**src/rtl/demux_scan_sequencer_if.sv**
```systemverilog
// Handshake and data bundle between the scan controller and demux_scan_sequencer.
// MASK exists only when SEQ_CH_MASK_EN is defined.
interface demux_scan_sequencer_if #(
   parameter int DWELL_W = 8
);
   logic               START;
   logic               STOP;
   logic               MODE;
   logic [DWELL_W-1:0] DWELL;
   logic               D;
`ifdef SEQ_CH_MASK_EN
   logic [7:0]         MASK;
`endif
   logic               I;
   logic [2:0]         S;
   logic               BUSY;
   logic               DONE;
   logic               CH_STB;

   modport master (
`ifdef SEQ_CH_MASK_EN
      output MASK,
`endif
      output START, STOP, MODE, DWELL, D,
      input  I, S, BUSY, DONE, CH_STB
   );

   modport slave (
`ifdef SEQ_CH_MASK_EN
      input  MASK,
`endif
      input  START, STOP, MODE, DWELL, D,
      output I, S, BUSY, DONE, CH_STB
   );
endinterface

```
**src/rtl/demux_scan_sequencer.sv**
```systemverilog
// Sweeps the 1-to-8 demux select through its channels with a programmable dwell,
// routing registered serial data onto I. Optional channel mask: SEQ_CH_MASK_EN.
module demux_scan_sequencer #(
   parameter int DWELL_W = 8
) (
   input logic                   CLK,
   input logic                   RST,
   demux_scan_sequencer_if.slave bus
);

   typedef enum logic {IDLE, RUN} state_t;

   state_t             state;
   logic [2:0]         sel_q;
   logic               data_q;
   logic               busy_q;
   logic               done_q;
   logic               stb_q;
   logic [DWELL_W-1:0] dwell_cnt;
   logic [DWELL_W-1:0] dwell_lat;
   logic [7:0]         start_mask;
   logic [7:0]         run_mask;
   logic [3:0]         first_hit;
   logic [3:0]         next_hit;
   logic [3:0]         wrap_hit;
   logic               last_cycle;

   // Returns {found, channel}: lowest enabled channel at or above 'from'.
   function automatic logic [3:0] find_ch(input logic [7:0] m, input logic [3:0] from);
      logic [3:0] r;
      r = 4'd0;
      for (int c = 7; c >= 0; c--) begin
         if (m[c] && (4'(c) >= from)) r = {1'b1, 3'(c)};
      end
      return r;
   endfunction

`ifdef SEQ_CH_MASK_EN
   logic [7:0] mask_lat;
   assign start_mask = bus.MASK;
   assign run_mask   = mask_lat;
`else
   assign start_mask = 8'hFF;
   assign run_mask   = 8'hFF;
`endif

   assign first_hit  = find_ch(start_mask, 4'd0);
   assign next_hit   = find_ch(run_mask, {1'b0, sel_q} + 4'd1);
   assign wrap_hit   = find_ch(run_mask, 4'd0);
   assign last_cycle = (dwell_cnt == dwell_lat - DWELL_W'(1));

   always_ff @(posedge CLK) begin
      if (RST) begin
         state     <= IDLE;
         sel_q     <= 3'd0;
         data_q    <= 1'b0;
         busy_q    <= 1'b0;
         done_q    <= 1'b0;
         stb_q     <= 1'b0;
         dwell_cnt <= '0;
         dwell_lat <= '0;
`ifdef SEQ_CH_MASK_EN
         mask_lat  <= 8'd0;
`endif
      end else begin
         done_q <= 1'b0;
         stb_q  <= 1'b0;
         case (state)
            IDLE: begin
               sel_q  <= 3'd0;
               data_q <= 1'b0;
               if (bus.START && !bus.STOP && first_hit[3]) begin
                  state     <= RUN;
                  busy_q    <= 1'b1;
                  sel_q     <= first_hit[2:0];
                  stb_q     <= 1'b1;
                  data_q    <= bus.D;
                  dwell_cnt <= '0;
                  dwell_lat <= (bus.DWELL == '0) ? DWELL_W'(1) : bus.DWELL;
`ifdef SEQ_CH_MASK_EN
                  mask_lat  <= bus.MASK;
`endif
               end
            end
            RUN: begin
               if (bus.STOP) begin
                  state     <= IDLE;
                  busy_q    <= 1'b0;
                  sel_q     <= 3'd0;
                  data_q    <= 1'b0;
                  dwell_cnt <= '0;
               end else if (!last_cycle) begin
                  dwell_cnt <= dwell_cnt + DWELL_W'(1);
                  data_q    <= bus.D;
               end else if (next_hit[3] || bus.MODE) begin
                  // Advance within the sweep, or wrap to the lowest enabled channel.
                  sel_q     <= next_hit[3] ? next_hit[2:0] : wrap_hit[2:0];
                  dwell_cnt <= '0;
                  stb_q     <= 1'b1;
                  data_q    <= bus.D;
               end else begin
                  state     <= IDLE;
                  busy_q    <= 1'b0;
                  done_q    <= 1'b1;
                  sel_q     <= 3'd0;
                  data_q    <= 1'b0;
                  dwell_cnt <= '0;
               end
            end
            default: state <= IDLE;
         endcase
      end
   end

   assign bus.S      = sel_q;
   assign bus.I      = data_q;
   assign bus.BUSY   = busy_q;
   assign bus.DONE   = done_q;
   assign bus.CH_STB = stb_q;

endmodule
```
**src/flat_wrapper.sv**
```systemverilog
// flat-port wrapper written by rule: the top's interface ports become plain ports
module demux_scan_sequencer_flat 
#(
   parameter int DWELL_W = 8
)
  (CLK, RST, bus_START, bus_STOP, bus_MODE, bus_DWELL, bus_D, bus_I, bus_S, bus_BUSY, bus_DONE, bus_CH_STB);
  demux_scan_sequencer_if #(.DWELL_W(DWELL_W)) bus_i ();
  input logic CLK;
  input logic RST;
  input wire logic [$bits(bus_i.START)-1:0] bus_START;
  input wire logic [$bits(bus_i.STOP)-1:0] bus_STOP;
  input wire logic [$bits(bus_i.MODE)-1:0] bus_MODE;
  input wire logic [$bits(bus_i.DWELL)-1:0] bus_DWELL;
  input wire logic [$bits(bus_i.D)-1:0] bus_D;
  output wire logic [$bits(bus_i.I)-1:0] bus_I;
  output wire logic [$bits(bus_i.S)-1:0] bus_S;
  output wire logic [$bits(bus_i.BUSY)-1:0] bus_BUSY;
  output wire logic [$bits(bus_i.DONE)-1:0] bus_DONE;
  output wire logic [$bits(bus_i.CH_STB)-1:0] bus_CH_STB;
  assign bus_i.START = bus_START;
  assign bus_i.STOP = bus_STOP;
  assign bus_i.MODE = bus_MODE;
  assign bus_i.DWELL = bus_DWELL;
  assign bus_i.D = bus_D;
  assign bus_I = bus_i.I;
  assign bus_S = bus_i.S;
  assign bus_BUSY = bus_i.BUSY;
  assign bus_DONE = bus_i.DONE;
  assign bus_CH_STB = bus_i.CH_STB;
  demux_scan_sequencer #(.DWELL_W(DWELL_W)) u_core (.CLK(CLK), .RST(RST), .bus(bus_i));
endmodule
```
**config.mk**
```make
export PLATFORM = sky130hd
export DESIGN_NAME = demux_scan_sequencer_flat
export DESIGN_NICKNAME = d
export VERILOG_FILES = /design/src/rtl/demux_scan_sequencer_if.sv /design/src/rtl/demux_scan_sequencer.sv /design/src/flat_wrapper.sv
export SDC_FILE = /design/constraint.sdc
export NUM_CORES = 1
export LEC_CHECK = 0
export CELL_PAD_IN_SITES_DETAIL_PLACEMENT = 1
export CELL_PAD_IN_SITES_GLOBAL_PLACEMENT = 1
export CORE_ASPECT_RATIO = 0.5
export CORE_MARGIN = 2
export CORE_UTILIZATION = 42
export DETAILED_ROUTE_END_ITERATION = 7
export GPL_TIMING_DRIVEN = 0
export PLACE_DENSITY = 0.92
export SLEW_MARGIN = 15
export SYNTH_ARGS = -nofsm -noshare
export SYNTH_HDL_FRONTEND = slang
export SYNTH_SLANG_ARGS = --single-unit
```
**constraint.sdc**
```tcl
create_clock -name CLK -period 5.6 [get_ports CLK]
set_input_delay 0.56 -clock CLK [delete_from_list [all_inputs] [get_ports CLK]]
set_output_delay 0.56 -clock CLK [all_outputs]
set_load 0.02 [all_outputs]
```
==> results of run 1 <==
-- critical path: stages, from the launching register on --
cell,delay [ns]
dfxtp_1,0.38
nor3_1,0.55
and4b_1,0.31
a311oi_2,0.07
nor3_4,0.33
buf_6,0.19
nand2_2,0.05
a32o_1,0.24
-- synth_stat cells (2+ instances only) --
| master | count |
|---|---|
| a211oi_1 | 2 |
| a21oi_1 | 12 |
| a22o_1 | 2 |
| a311o_1 | 2 |
| and2_1 | 2 |
| and3_1 | 2 |
| and4_1 | 3 |
| clkbuf_1 | 2 |
| dfxtp_1 | 24 |
| ha_1 | 3 |
| inv_1 | 7 |
| nand2_1 | 23 |
| nand3_1 | 6 |
| nor2_1 | 10 |
| nor2b_1 | 2 |
| nor3_1 | 6 |
| nor4_1 | 4 |
| o21ai_0 | 3 |
| xnor2_1 | 5 |
| xor2_1 | 6 |
-- routing by layer --
metal  up-vias  share of wire, %  GRT usage [%]
li1        598                 -              -
met3         6               2.7           5.96
met1       562                48           28.7
met5         -                 0              0
met2        14                47           36.1
met4         0               1.4           6.00
-- sequential cells by signal (all words and copies together), names as in the netlist --
name and count:
u_core.bus.DONE 1, u_core.dwell_lat 8, u_core.bus.CH_STB 1, u_core.bus.S 3, u_core.bus.BUSY 1, u_core.dwell_cnt 8, u_core.bus.I 1, u_core.state 1
-- power breakdown --
part	switching (mW)	total (mW)	internal, mW	leakage (nW)
logic	0.0271	0.0503	0.0232	0.366
registers	0.00578	0.181	0.175	0.195
clock network	0.0603	0.156	0.0957	0.0357
total	0.0932	0.387	0.294	0.596
-- metrics by stage --
step                setup slack, ns  utilization (%)
floorplan                      3.59                -
global placement               3.44             51.9
detailed placement             3.40             51.9
CTS                            3.38             54.3
global route                   3.26             54.3
finish                         3.38             54.3
-- worst paths after layout --
| check | to | slack [ns] |
|---|---|---|
| setup / recovery | u_core.bus.S[2]$_SDFFE_PP0P_ | 3.38 |
| hold / removal | u_core.dwell_lat[7]$_SDFFE_PP0P_ | 0.49 |
| hold reg to reg | u_core.dwell_lat[7]$_SDFFE_PP0P_ | 0.49 |
| setup reg to reg | u_core.bus.S[2]$_SDFFE_PP0P_ | 3.38 |
-- cell families after synthesis --
logic type / share of synthesized area, %
flip-flops: 37.4
multiplexers: 1.65
AND/OR/NAND/NOR: 28.7
XOR/XNOR: 7.49
buffers and inverters: 3.50
AO/OA/AOI/OAI: 18.4
adder cells (fa/ha/maj): 2.92
-- cell type report --
type / count / share of cell area (%)
Buffer: 3 / 1.17
Clock inverter: 1 / 1.87
Sequential cell: 24 / 29.9
Multi-Input combinational cell: 117 / 47.3
Tap cell: 40 / 3.11
Timing Repair Buffer: 20 / 12.5
Inverter: 7 / 1.63
Clock buffer: 3 / 2.57
==> qor.csv, run 1 <==
metric,value,unit
"most common cell after layout, fill and taps aside",dfxtp_1,
PwrDens,241,nW/um2
"Top FF cell, synth",dfxtp_1,
Routed WL,3460,um
first-pass GRT wire length,5790,um
fin crit share,39.6,%
worst reg2reg path depth,7,
DR iter-0 viols,42,
Final Hold Viols,0,
Least-Margin Pin Slew,0.616,ns
Root Buffer,clkbuf_8,
Die H,43.1,um
largest cells by area after synthesis,"dfxtp_1, nand2_1, a21oi_1",
synthesis-to-layout area growth,25.0,%
Seq cells post-synth,24,
Max rail drop VDD,0.000145,V
CP Capture Type,flop,
Post-Syn Area,1290,um2
postcts setup bufs,0,
setup TNS,0,ns
H-tree depth,1,
post-DP HPWL,2460,um
CP max FO,10,
Worst Hold Depth,2,
antenna cell count,0,
Max clock buf depth,2,
number of global-route vias before repair,1207,
die area,3550,um2
initial antenna violation count,0,
Layout Nets,193,
hold path start,u_core.dwell_lat[7]$_SDFFE_PP0P_,
max cap viols,0,
Final Setup Violations,0,
most frequent cells in the layout,"dfxtp_1, nand2_1, clkdlybuf4s50_1, a21oi_1, nor2_1",
Power Total,0.387,mW
Core ar.,2960,um2
Die W,82.3,um
TritonCTS clock tree,built,
dpl cells,211,
RSZ-0062 raised after global routing,no,
Cells after Synth,151,
Antenna Nets Post-Route,0,
num rows,14,
critical path class,flop to flop,
multi-input logic area,761,um2
TritonCTS Buffers,3,
reg2reg start,u_core.dwell_lat[2]$_SDFFE_PP0P_,
"Net Count, Synth",168,
Max Slew Vio Count,0,
Sink Count,24,
cell taking the most area after synthesis,dfxtp_1,
Seq. cell area,480,um2
max frequency,0.450,GHz
Setup crit start kind,flop,
final instance area,1610,um2
First-pass DRT Iterations,4,
critical path arrival,2.40,ns
Worst-Skew Late Latency,0.28,ns
Port Buffers,20,
register area share after synthesis,37.4,%
per-cell routed wire length,16.1,um
Synth top area share,37.4,%
worst hold slack,0.490,ns
post-CTS resize count,0,
"Reg clk slew, reported paths",0.09,ns
GRT Resource Usage Total,22.1,%
fin crit period,2.22,ns
Yosys cell types,45,
Initial Util,43.4,%
DRC,0,
via-per-instance ratio,5.49,
CP startpoint,u_core.dwell_lat[2]$_SDFFE_PP0P_,
CP required,5.78,ns
Rel. slew slack,58.6,%
largest net degree at the start of global routing,15,
Layout fillers,362,
Leak,0.596,nW
worst hold path class,flop to flop,
placed instance area,1540,um2
yosys warns,0,
RePlAce Congestion,0.802,
"EDFF count, synth",0,
Syn Area/Cell,8.52,um2
final worst clock skew,0.00774,ns
Async SR Flop Fraction,0,%
CTS Hold Bufs,0,
layout cell share with drive strength beyond 1,8.00,%
# IOs,21,
Overflow after GRT,0,
status,"finished, final reports clean",
Vias,1180,
Finished Layout Cells,215,
Note: power is estimated with default switching activity, not from simulation.
==> run 2: changes to the inputs <==
--- a/config.mk
+++ b/config.mk
@@ -9,10 +9,10 @@
 export CELL_PAD_IN_SITES_GLOBAL_PLACEMENT = 1
 export CORE_ASPECT_RATIO = 0.5
 export CORE_MARGIN = 2
-export CORE_UTILIZATION = 42
+export CORE_UTILIZATION = 35
 export DETAILED_ROUTE_END_ITERATION = 7
 export GPL_TIMING_DRIVEN = 0
-export PLACE_DENSITY = 0.92
+export PLACE_DENSITY = 0.83
 export SLEW_MARGIN = 15
 export SYNTH_ARGS = -nofsm -noshare
 export SYNTH_HDL_FRONTEND = slang
==> constraint.sdc (replaced) <==
create_clock -name CLK -period 1.85 [get_ports CLK]
set_input_delay 0.185 -clock CLK [delete_from_list [all_inputs] [get_ports CLK]]
set_output_delay 0.185 -clock CLK [all_outputs]
set_load 0.02 [all_outputs]
==> run 2 against run 1 <==
- the run now ends with negative setup slack left
- hold slack worse by 0.054 ns
- combinational power grew to 4.2 times the previous value
- total power grew to 3.2 times the previous value
- wire length is 18% higher
- clock skew is 0.0030 ns lower
- sequential share of layout area is 2.9 points lower
- count of clock-buffer cells in the layout stayed put
- largest power group unchanged
- sequential cell count stayed put
- die area is 19% higher
- critical path depth stayed put
- first-iteration DRC count grew to 3.0 times the previous value
- critical endpoint is now u_core.dwell_cnt[4]$_SDFFE_PP0P_
- non-clock buffer count is 13 higher
==> qor.csv, run 2 (synthesis gave the netlist of run 1 again) <==
metric,value,unit
antenna cell count,0,
Die H,46.9,um
Overflow after GRT,0,
CP startpoint,u_core.dwell_lat[0]$_SDFFE_PP0P_,
worst hold slack,0.437,ns
TritonCTS Buffers,3,
Final Setup Violations,12,
CTS Hold Bufs,0,
CP Cell Sequence,or3_4 -> a211oi_2 -> o221ai_2 -> nor3_4 -> buf_6 -> nor2_4 -> a311o_1,
"most common cell after layout, fill and taps aside",nand2_1,
synthesis-to-layout area growth,43.3,%
"slowest stage cell, crit path",or3_4,
RePlAce Congestion,0.775,
largest net degree at the start of global routing,15,
number of global-route vias before repair,1339,
DR iter-0 viols,128,
num rows,15,
Port Buffers,20,
fin crit share,107,%
Layout fillers,408,
CP required,2.01,ns
reg2reg start,u_core.dwell_lat[0]$_SDFFE_PP0P_,
per-cell routed wire length,17.1,um
# IOs,21,
Final Hold Viols,0,
Logic pwr share,17.0,%
clock share of power,38.3,%
Worst-Skew Late Latency,0.27,ns
status,finished with violations,
hold path start,bus_D,
max frequency,0.503,GHz
critical path class,flop to flop,
Antenna Nets Post-Route,0,
CP max stage delay,0.39,ns
layout cell share with drive strength beyond 1,25.5,%
first-pass GRT wire length,6110,um
die area,4210,um2
WP buf/inv,1,
fin crit period,1.99,ns
max cap viols,0,
Sink Count,24,
initial antenna violation count,0,
Layout Nets,206,
post-DP HPWL,2470,um
"Reg clk slew, reported paths",0.09,ns
GRT Resource Usage Total,18.4,%
Routed WL,4080,um
CP max FO,5,
Max clock buf depth,2,
Least-Margin Pin Slew,0.516,ns
Die W,89.7,um
internal power,0.922,mW
final worst clock skew,0.00471,ns
violated checks,negative setup slack,
Vias,1293,
PwrDens,666,nW/um2
setup TNS,-1.06,ns
Psw,0.305,mW
Setup crit start kind,flop,
Switching Fraction,24.9,%
dpl ws,-0.296,ns
final worst slack,-0.136,ns
Leak,0.695,nW
worst hold path class,input port to flop,
RSZ-0062 raised after global routing,yes,
via-per-instance ratio,5.41,
Max rail drop VDD,0.000212,V
First-pass DRT Iterations,4,
H-tree depth,1,
critical path arrival,2.15,ns
most frequent cells in the layout,"nand2_1, clkdlybuf4s50_1, dfxtp_1, buf_4, a21oi_1",
Core ar.,3470,um2
DRC,0,
register share of total power,44.7,%
Rel. slew slack,65.6,%
TritonCTS clock tree,built,
Root Buffer,clkbuf_8,
"Largest delay share family, worst path",compound AO/OA/AOI/OAI gates,
CP Capture Type,flop,
Max Slew Vio Count,0,
Initial Util,37.0,%
Power Total,1.23,mW
## run 2: worst paths after layout
path	slack, ns	depth (start not counted)	end
worst max-delay path	-0.14	7	u_core.dwell_cnt[4]$_SDFFE_PP0P_
worst min-delay path	0.44	3	u_core.bus.I$_SDFF_PP0_
worst max register to register	-0.14	7	u_core.dwell_cnt[4]$_SDFFE_PP0P_
worst min register to register	0.50	2	u_core.dwell_lat[6]$_SDFFE_PP0P_
## run 2: per-layer routing
layer,vias up,routed length (um),GRT usage (%)
li1,619,-,-
met1,619,1740,20.9
met2,39,1960,35.8
met3,16,244,5.46
met4,0,128,5.54
met5,-,0,0
## run 2: final cells by class
| type | count | area [um2] | area share [%] |
|---|---|---|---|
| plain buffers | 3 | 18.8 | 1.02 |
| inverters | 7 | 26.3 | 1.43 |
| repair buffers | 33 | 302 | 16.4 |
| clock buffers | 3 | 41.3 | 2.24 |
| well taps | 51 | 63.8 | 3.46 |
| flip-flops and latches | 24 | 498 | 27.0 |
| multi-input cells | 117 | 863 | 46.8 |
| clock inverters | 1 | 30.0 | 1.63 |
## run 2: worst reg2reg max path, stage by stage (launching register included)
cell,delay [ns]
dfxtp_4,0.37
or3_4,0.40
a211oi_2,0.24
o221ai_2,0.17
nor3_4,0.17
buf_6,0.16
nor2_4,0.06
a311o_1,0.32
## run 2: timing repair
action	CTS	global route
buffers inserted	10	3
resized for setup	18	9
setup endpoints to repair	15	16
pin swaps	7	7
## run 2: power by group through the flow
stage | clock (mW) | sequential [mW] | combinational, mW
floorplan | 0 | 0.558 | 0.0879
global placement | 0 | 0.558 | 0.143
detailed placement | 0 | 0.559 | 0.149
CTS | 0.479 | 0.547 | 0.176
global route | 0.502 | 0.551 | 0.223
finish | 0.470 | 0.548 | 0.209
## run 2: stage by stage
stage	cells	utilization, %	cell area [um2]
after floorplan	151	-	1290
after global placement	222	44.7	1550
after detailed placement	222	44.7	1550
after CTS	236	51.1	1770
after global routing	239	53.1	1840
final	239	53.1	1840
==> run 3: changes to the inputs <==
--- a/config.mk
+++ b/config.mk
@@ -7,7 +7,6 @@
 export LEC_CHECK = 0
 export CELL_PAD_IN_SITES_DETAIL_PLACEMENT = 1
 export CELL_PAD_IN_SITES_GLOBAL_PLACEMENT = 1
-export CORE_ASPECT_RATIO = 0.5
 export CORE_MARGIN = 2
 export CORE_UTILIZATION = 35
 export DETAILED_ROUTE_END_ITERATION = 7
==> run 3 against run 2 <==
- the run still ends with negative setup slack left
- cell count shrank 2.9%
- via count is 2.4% lower
- critical path type unchanged
- clock skew increased by 0.0027 ns
- non-clock buffer count down 3
==> qor.csv, run 3 (synthesis gave the netlist of run 1 again) <==
metric,value,unit
Layout Nets,203,
# IOs,21,
"most common cell after layout, fill and taps aside",nand2_1,
Worst-Skew Late Latency,0.27,ns
Rel. slew slack,67.1,%
CTS Hold Bufs,0,
DR iter-0 viols,58,
Final Setup Violations,15,
CP required,2.07,ns
RSZ-0062 raised after global routing,yes,
RePlAce Congestion,0.734,
DRC,0,
per-cell routed wire length,17.8,um
PwrDens,589,nW/um2
post-DP HPWL,2550,um
Setup crit start kind,flop,
TritonCTS Buffers,3,
Max rail drop VDD,0.000244,V
Die H,64.6,um
number of global-route vias before repair,1315,
Vias,1262,
via-per-instance ratio,5.44,
final worst slack,-0.225,ns
status,finished with violations,
max cap viols,0,
Max Slew Vio Count,0,
"Reg clk slew, reported paths",0.09,ns
synthesis-to-layout area growth,41.4,%
CP Capture Type,flop,
die area,4180,um2
fin crit share,112,%
Max clock buf depth,2,
critical path arrival,2.30,ns
first-pass GRT wire length,5870,um
Sink Count,24,
antenna cell count,0,
initial antenna violation count,0,
critical path class,flop to flop,
Final Hold Viols,0,
Final Util,50.5,%
violated checks,negative setup slack,
most frequent cells in the layout,"nand2_1, clkdlybuf4s50_1, dfxtp_1, a21oi_1, buf_4",
fin crit period,2.07,ns
setup TNS,-1.91,ns
Antenna Nets Post-Route,0,
Die W,64.6,um
Least-Margin Pin Slew,0.493,ns
GRT Resource Usage Total,17.6,%
layout cell share with drive strength beyond 1,24.5,%
max frequency,0.482,GHz
num rows,22,
Layout fillers,431,
First-pass DRT Iterations,4,
Port Buffers,20,
Root Buffer,clkbuf_8,
Overflow after GRT,0,
worst hold path class,input port to flop,
CP max FO,5,
largest net degree at the start of global routing,13,
final worst clock skew,0.00744,ns
H-tree depth,1,
Leak,0.673,nW
Core ar.,3610,um2
TritonCTS clock tree,built,
Routed WL,4140,um
Initial Util,35.7,%
## run 3: cell types whose count changed in the layout (fill, tap and decap cells not counted), moves of 2 or more
| cell | previous run | this run |
|---|---|---|
| dfxtp_2 | 5 | 2 |
| buf_4 | 12 | 8 |
| dfxtp_1 | 16 | 19 |
| nor2_1 | 9 | 7 |
## run 3: timing repair
action / 4_1_cts / 5_1_grt
pin swaps: 5 / 13
setup buffers: 6 / 6
endpoints found under the setup margin: 16 / 16
gates resized for setup: 10 / 20
## run 3: final timing paths
| kind | startpoint | endpoint | slack, ns | cells past startpoint |
|---|---|---|---|---|
| max | u_core.dwell_lat[0]$_SDFFE_PP0P_ | u_core.dwell_cnt[4]$_SDFFE_PP0P_ | -0.22 | 9 |
| min | bus_D | u_core.bus.I$_SDFF_PP0_ | 0.48 | 3 |
| max reg2reg | u_core.dwell_lat[0]$_SDFFE_PP0P_ | u_core.dwell_cnt[4]$_SDFFE_PP0P_ | -0.22 | 9 |
| min reg2reg | u_core.dwell_lat[1]$_SDFFE_PP0P_ | u_core.dwell_lat[1]$_SDFFE_PP0P_ | 0.49 | 2 |
## run 3: worst max-delay path: stages, from the launching register on
cell and delay (ns):
dfxtp_2 0.34, inv_2 0.08, ha_4 0.17, xor2_2 0.18, a21oi_1 0.13, o22ai_2 0.35
nor3_4 0.09, buf_12 0.14, nor4_1 0.38, a311o_1 0.17
## run 3: report_power, final
group | total (mW) | internal [mW] | leakage, nW | switching, mW
sequential | 0.547 | 0.528 | 0.198 | 0.0188
combinational | 0.210 | 0.101 | 0.454 | 0.109
clock | 0.315 | 0.146 | 0.0216 | 0.169
total | 1.07 | 0.775 | 0.673 | 0.297
## run 3: metrics by stage
step | hold WS [ns] | cell area, um2 | power (mW) | worst slack (ns) | instances
2_1_floorplan | 0.301 | 1290 | 0.646 | 0.000472 | 151
3_3_place_gp | 0.467 | 1550 | 0.700 | -0.152 | 219
3_5_place_dp | 0.471 | 1550 | 0.709 | -0.254 | 219
4_1_cts | 0.481 | 1690 | 1.04 | -0.196 | 228
5_1_grt | 0.464 | 1820 | 1.12 | -0.320 | 232
6_report | 0.477 | 1820 | 1.07 | -0.225 | 232
## run 3: area by class of cell
type | count | area [um2] | area share, %
Tap cell | 48 | 60.1 | 3.30
Sequential cell | 24 | 494 | 27.2
Inverter | 7 | 26.3 | 1.44
Multi-Input combinational cell | 117 | 883 | 48.6
Clock buffer | 3 | 41.3 | 2.27
Buffer | 3 | 22.5 | 1.24
Timing Repair Buffer | 30 | 292 | 16.0
## run 3: routing by layer
metal | GRT usage, % | up-vias | share of wire (%)
met1 | 21.2 | 625 | 41
met2 | 30.9 | 17 | 55
met5 | 0 | - | 0
met3 | 2.60 | 7 | 2.1
li1 | - | 613 | -
met4 | 7.71 | 0 | 2.0
